$ cat src/rtl/bball_pkg.sv
// Shared constants for the basketball scoreboard blocks:
// FSM state codes, shot-clock length and game defaults.
package bball_pkg;

    localparam logic [2:0] ST_IDLE      = 3'd0;
    localparam logic [2:0] ST_RUN       = 3'd1;
    localparam logic [2:0] ST_PAUSE     = 3'd2;
    localparam logic [2:0] ST_SHOT_VIOL = 3'd3;
    localparam logic [2:0] ST_QTR_END   = 3'd4;
    localparam logic [2:0] ST_GAME_OVER = 3'd5;

    localparam int SHOT_SEC       = 24;
    localparam int QTR_SEC_DEF    = 600;
    localparam int QUARTERS_DEF   = 4;
    localparam int BUZZ_TICKS_DEF = 3;
    localparam int SEC_W_DEF      = 10;

    typedef enum logic [2:0] {
        IDLE      = ST_IDLE,
        RUN       = ST_RUN,
        PAUSE     = ST_PAUSE,
        SHOT_VIOL = ST_SHOT_VIOL,
        QTR_END   = ST_QTR_END,
        GAME_OVER = ST_GAME_OVER
    } state_e;

    function automatic logic is_alarm(input state_e s);
        return s inside {SHOT_VIOL, QTR_END, GAME_OVER};
    endfunction

endpackage

$ cat src/rtl/bball_buzz_timer.sv
// Buzzer duration timer: load restarts the count, each tick
// counts down, busy stays high until the count reaches zero.
module bball_buzz_timer #(
    parameter int TICKS = 3
) (
    input  logic clk_i,
    input  logic rst_ni,
    input  logic tick_i,
    input  logic load_i,
    output logic busy_o
);

    localparam int CW = $clog2(TICKS + 1);

    logic [CW-1:0] cnt_q, cnt_d;
    logic          busy_q;

    always_comb begin
        cnt_d = cnt_q;
        if (load_i) begin
            cnt_d = CW'(TICKS);
        end else if (tick_i && cnt_q != '0) begin
            cnt_d = cnt_q - 1'b1;
        end
    end

    always_ff @(posedge clk_i or negedge rst_ni) begin
        if (!rst_ni) begin
            cnt_q  <= '0;
            busy_q <= 1'b0;
        end else begin
            cnt_q  <= cnt_d;
            busy_q <= (cnt_d != '0);
        end
    end

    assign busy_o = busy_q;

endmodule

$ cat src/rtl/bball_timer_ctrl.sv
// Game-level timing controller: run/pause FSM, quarter clock,
// shot-clock reload stretcher and buzzer arbitration.
module bball_timer_ctrl
    import bball_pkg::*;
#(
    parameter int QTR_SEC    = QTR_SEC_DEF,
    parameter int QUARTERS   = QUARTERS_DEF,
    parameter int BUZZ_TICKS = BUZZ_TICKS_DEF,
    parameter int SEC_W      = SEC_W_DEF
) (
    input  logic             clk,
    input  logic             Reset_n,
    input  logic             tick_1Hz,
    input  logic             btn_start,
    input  logic             btn_shot,
    input  logic             shot_zero,
    output logic             shot_en,
    output logic             shot_reload,
    output logic [SEC_W-1:0] game_sec,
    output logic [2:0]       quarter,
    output logic             buzzer,
    output logic [2:0]       state
);

    state_e           state_q, state_d;
    logic [SEC_W-1:0] sec_q, sec_d;
    logic [2:0]       qtr_q, qtr_d;
    logic             reload_q, reload_d;
    logic             set_rl;
    logic             buzz_load;

    always_comb begin
        state_d = state_q;
        sec_d   = sec_q;
        qtr_d   = qtr_q;
        set_rl  = 1'b0;
        unique case (state_q)
            IDLE: begin
                if (btn_start) state_d = RUN;
            end
            RUN: begin
                set_rl = btn_shot;
                if (tick_1Hz && sec_q == SEC_W'(1)) begin
                    sec_d   = '0;
                    state_d = (qtr_q == 3'(QUARTERS)) ? GAME_OVER : QTR_END;
                end else begin
                    if (tick_1Hz && sec_q != '0) sec_d = sec_q - 1'b1;
                    if (shot_zero && !reload_q) state_d = SHOT_VIOL;
                    else if (btn_start)         state_d = PAUSE;
                end
            end
            PAUSE: begin
                set_rl = btn_shot;
                if (btn_start) state_d = RUN;
            end
            SHOT_VIOL: begin
                if (btn_shot) begin
                    set_rl  = 1'b1;
                    state_d = PAUSE;
                end
            end
            QTR_END: begin
                if (btn_start) begin
                    qtr_d   = qtr_q + 3'd1;
                    sec_d   = SEC_W'(QTR_SEC);
                    set_rl  = 1'b1;
                    state_d = IDLE;
                end
            end
            GAME_OVER: ;
            default: state_d = IDLE;
        endcase
    end

    // Reload is stretched until the 1 Hz counter has seen one tick with it.
    always_comb begin
        reload_d = set_rl;
        if (state_d == IDLE) reload_d = 1'b1;
        else if (reload_q)   reload_d = !tick_1Hz;
    end

    assign buzz_load = is_alarm(state_d) && (state_d != state_q);

    always_ff @(posedge clk or negedge Reset_n) begin
        if (!Reset_n) begin
            state_q  <= IDLE;
            sec_q    <= SEC_W'(QTR_SEC);
            qtr_q    <= 3'd1;
            reload_q <= 1'b1;
        end else begin
            state_q  <= state_d;
            sec_q    <= sec_d;
            qtr_q    <= qtr_d;
            reload_q <= reload_d;
        end
    end

    bball_buzz_timer #(
        .TICKS (BUZZ_TICKS)
    ) u_buzz (
        .clk_i  (clk),
        .rst_ni (Reset_n),
        .tick_i (tick_1Hz),
        .load_i (buzz_load),
        .busy_o (buzzer)
    );

    assign shot_en     = (state_q == RUN);
    assign shot_reload = reload_q;
    assign game_sec    = sec_q;
    assign quarter     = qtr_q;
    assign state       = state_q;

endmodule

$ cat config.mk
export PLATFORM = sky130hd
export DESIGN_NAME = bball_timer_ctrl
export DESIGN_NICKNAME = d
export VERILOG_FILES = /design/src/rtl/bball_pkg.sv /design/src/rtl/bball_buzz_timer.sv /design/src/rtl/bball_timer_ctrl.sv
export SDC_FILE = /design/constraint.sdc
export NUM_CORES = 1
export LEC_CHECK = 0
export CORE_MARGIN = 1
export CORE_UTILIZATION = 51
export CTS_BUF_LIST = sky130_fd_sc_hd__clkbuf_16
export DETAILED_ROUTE_END_ITERATION = 10
export PLACE_DENSITY = 0.78
export SKIP_LAST_GASP = 1
export SLEW_MARGIN = 20
export SYNTH_ARGS = -nofsm -noshare
export SYNTH_HDL_FRONTEND = slang
export SYNTH_SLANG_ARGS = --single-unit
$ cat constraint.sdc
create_clock -name clk -period 1.85 [get_ports clk]
set_input_delay 0.2775 -clock clk [delete_from_list [all_inputs] [get_ports clk]]
set_output_delay 0.2775 -clock clk [all_outputs]
set_load 0.1 [all_outputs]
==> results.txt <==
----------------------------------------------------
[Timing]
  Final clock skew ... 0.00226 ns
  Worst Max-Slew Pin Slew ... 0.408 ns
  Remaining max-slew budget at the tightest pin ... 0.728
  Final setup violation count ... 1
  Setup repair after global routing missed its margin ... true
  Time the final worst path needs with I/O delays and setup ... 1.89 ns
  Crit share post-route ... 1.02
  Final-report hold violation count ... 0
  WHS ... 0.375 ns
  Fmax ... 529 MHz
  Max-slew violations ... 0
  Final WS setup ... -0.0410 ns

[GRT]
  Largest net degree at the start of global routing ... 21
  Number of global-route vias before repair ... 1,112
  Antenna violations before repair ... 0
  Gr usage total ... 0.267
  First-pass GRT wire length ... 5450 um
  Overflow left after global routing ... 0

[Placement]
  Half-perimeter wire length after placement ... 2440 um
  IO Port Bufs ... 24
  Number of placed instances, taps included ... 205
  Gp weighted congestion ... 0.867

[Detailed routing]
  Via count ... 1,273
  Wire length per cell ... 17.3 um
  First-pass iteration count of the detailed router ... 9
  Post-Route WL ... 3670 um
  Residual antenna-violating net count after detailed routing ... 0
  Number of vias per cell ... 6.00
  First-iteration detailed-routing DRC count ... 46
  Residual DRC count ... 0

[Pwr]
  Power after layout ... 2.10 mW
  Worst voltage drop across the vdd grid ... 1.29 mV
  Leakage power ... 0.913 nW
  Areal power density over the cells ... 1040 nW/um^2

[Floorplanning]
  Die boundary height ... 53.3 um
  Number of placed I/O pins ... 25
  Floorplan die width ... 53.3 um
  Number of standard-cell rows in the floorplan ... 18
  Initial core utilization ... 0.542
  Core Box Area ... 2480 sq um
  Die Outline Area ... 2840 sq um

[Layout]
  Layout cells sized above 1 ... 0.429
  Synthesis-to-finish area growth ... 50.3%
  Total Nets Final ... 195
  Post-Layout Cell Count ... 212
  Diodes inserted ... 0
  Post-layout util ... 0.815

[Critical path]
  Worst-path cell chain ... nor4_4, buf_4, nand4_1, and2_1, o41ai_2
  R2r endpoint ... shot_reload$_DFF_PN1_
  Crit-path max cell delay ... 0.42 ns
  Worst reg-to-reg path cell count ... 5
  Classification of the worst setup path ... flop to flop
  Critical Path Start ... game_sec[5]$_DFFE_PN0P_
  Worst reg2reg setup slack ... -0.04 ns
  Critical path launch point type ... flop
  Worst path required time ... 2.00 ns
  Element type at the critical path end ... flop
  Top fanout value on the critical path ... 6
  Worst-path cell with the longest stage delay ... sky130_fd_sc_hd__dfrtp_2
  Critical register-to-register path startpoint ... game_sec[5]$_DFFE_PN0P_
  Critical path data arrival time ... 2.04 ns

[Clock network]
  Latest clock arrival within the worst-skew pair ... 0.25 ns
  Total clock buffers created by CTS ... 3
  Htree depth ... 1
  Clock-pin transition on the worst setup and hold timing paths ... 0.06 ns
  TritonCTS clock tree ... built
  Number of hold buffers added after CTS ... 0
  Buffer type at the clock tree root ... sky130_fd_sc_hd__clkbuf_16
  Total number of clock tree sinks ... 20
  Maximum buffer depth of the clock tree ... 2

[Outcome]
  Outcome ... finished, violations left
  Violated checks ... setup timing

[Synthesis]
  Yosys cell types ... 44
  FF+latch count, synth ... 20
  Cells after synthesis ... 140
  Synthesized netlist net count ... 152
  Share of flip-flops with an asynchronous set or reset after synthesis ... 1.00
  Mean Syn Cell Area ... 9.59 sq um
  Yosys warns ... 0
  Most frequently used flop master after synthesis ... sky130_fd_sc_hd__dfrtp_1
  Summed instance area of the synthesized netlist ... 1340 sq um
  Sequential cell area fraction in the yosys report ... 0.378
  Count of flip-flops with a built-in enable after synthesis ... 0

[Hold path]
  Worst hold-check path type ... input port to asynchronous set/reset pin

[Job]
  Maximum Capacitance Violations ... 0

----------------------------------------------------
==> layout by cell type (no fill, tap or decap), types with 3 or more instances in the layout <==
cell type                         instances
sky130_fd_sc_hd__o21ai_1                  6
sky130_fd_sc_hd__buf_12                  15
sky130_fd_sc_hd__nand2b_1                 3
sky130_fd_sc_hd__nor3b_1                  4
sky130_fd_sc_hd__ha_1                     5
sky130_fd_sc_hd__inv_1                    9
sky130_fd_sc_hd__clkdlybuf4s50_1          5
sky130_fd_sc_hd__nor3_1                   3
sky130_fd_sc_hd__clkbuf_16                3
sky130_fd_sc_hd__dfstp_2                  6
sky130_fd_sc_hd__a21oi_1                  7
sky130_fd_sc_hd__nand2_1                 13
sky130_fd_sc_hd__o31ai_1                  4
sky130_fd_sc_hd__nor2b_1                  3
sky130_fd_sc_hd__dfrtp_2                  6
sky130_fd_sc_hd__nor2_1                   6
sky130_fd_sc_hd__dfrtp_1                  5
sky130_fd_sc_hd__xnor2_1                  4
sky130_fd_sc_hd__o21ai_0                 11
sky130_fd_sc_hd__dfrtp_4                  3
sky130_fd_sc_hd__buf_4                   23
==> layout make-up <==
| cell class | instances | area (sq um) |
|---|---|---|
| Multi-Input combinational cell | 106 | 807 |
| Tap cell | 30 | 37.5 |
| Inverter | 8 | 30.0 |
| Clock inverter | 1 | 3.75 |
| Fill cell | 154 | 459 |
| Clock buffer | 3 | 75.1 |
| Sequential cell | 20 | 527 |
| Timing Repair Buffer | 44 | 538 |
==> worst max-delay path: cells and delay by family (launching register included) <==
kind,cells,cell delay (ns)
buffers and inverters,1,0.22
AND/OR/NAND/NOR,3,0.84
AO/OA/AOI/OAI,1,0.32
flip-flops,1,0.42
==> Yosys cell counts, types with 3 or more instances <==
cell	number	area (sq um)
sky130_fd_sc_hd__dfrtp_1	14	350
sky130_fd_sc_hd__dfstp_2	6	158
sky130_fd_sc_hd__a21oi_1	7	35.0
sky130_fd_sc_hd__o21ai_0	14	70.1
sky130_fd_sc_hd__xnor2_1	4	35.0
sky130_fd_sc_hd__nand2_1	14	52.6
sky130_fd_sc_hd__o31ai_1	4	30.0
sky130_fd_sc_hd__nor3b_1	4	30.0
sky130_fd_sc_hd__o21ai_1	4	20.0
sky130_fd_sc_hd__nand2b_1	3	18.8
sky130_fd_sc_hd__inv_1	8	30.0
sky130_fd_sc_hd__ha_1	6	75.1
sky130_fd_sc_hd__nor2_1	6	22.5
sky130_fd_sc_hd__and2_1	3	18.8
sky130_fd_sc_hd__nor2b_1	3	18.8
sky130_fd_sc_hd__nor3_1	3	15.0
==> cell families after synthesis <==
kind of cell	after synthesis	share of synthesized area
simple gates	51	0.244
compound gates	43	0.224
flops	20	0.378
buf+inv	14	0.0568
fa+ha+maj	6	0.0559
xor+xnor	4	0.0261
mux	2	0.0149
==> worst max path at each step <==
stage	end	slack, ns	cells past startpoint
detailed placement	u_buzz.busy_o$_DFF_PN0_	-0.06	6
floorplan	game_sec[8]$_DFFE_PN0P_	-0.72	5
finish	shot_reload$_DFF_PN1_	-0.04	5
CTS	u_buzz.busy_o$_DFF_PN0_	0.03	7
global route	game_sec[7]$_DFFE_PN0P_	-0.07	8
global placement	game_sec[8]$_DFFE_PN0P_	0.07	5
==> per-layer routing <==
layer	vias up	routed length [um]	global-route usage
li1	591	-	-
met1	607	1520	0.356
met2	66	1860	0.465
met3	9	194	0.0172
met4	0	94	0.0614
met5	-	0	0
==> metrics by stage <==
step                      area (sq um)  worst slack [ns]  setup TNS, ns
after detailed placement          1870           -0.0555         -0.109
after CTS                         1960            0.0322              0
after global placement            1870            0.0658              0
after global routing              2020           -0.0706         -0.184
after floorplan                   1380            -0.724          -9.17
final                             2020           -0.0410        -0.0410
==> where the power goes <==
group,total [mW],internal [mW],switching [mW]
sequential,0.626,0.522,0.103
clock,0.443,0.287,0.155
combinational,1.04,0.396,0.640
==> state kept, by name (all words and copies together), names as in the netlist <==
signal and count:
u_buzz.busy_o 1, game_sec 10, state 3, quarter 3
u_buzz.cnt_q 2, shot_reload 1
==> what timing repair did <==
item                                    in CTS  in global routing
pin swaps                                    0                  3
endpoints found under the setup margin       1                 11
buffers inserted                             0                  3
resized for setup                            1                 10
No activity file was read; power rests on OpenSTA's default activity.
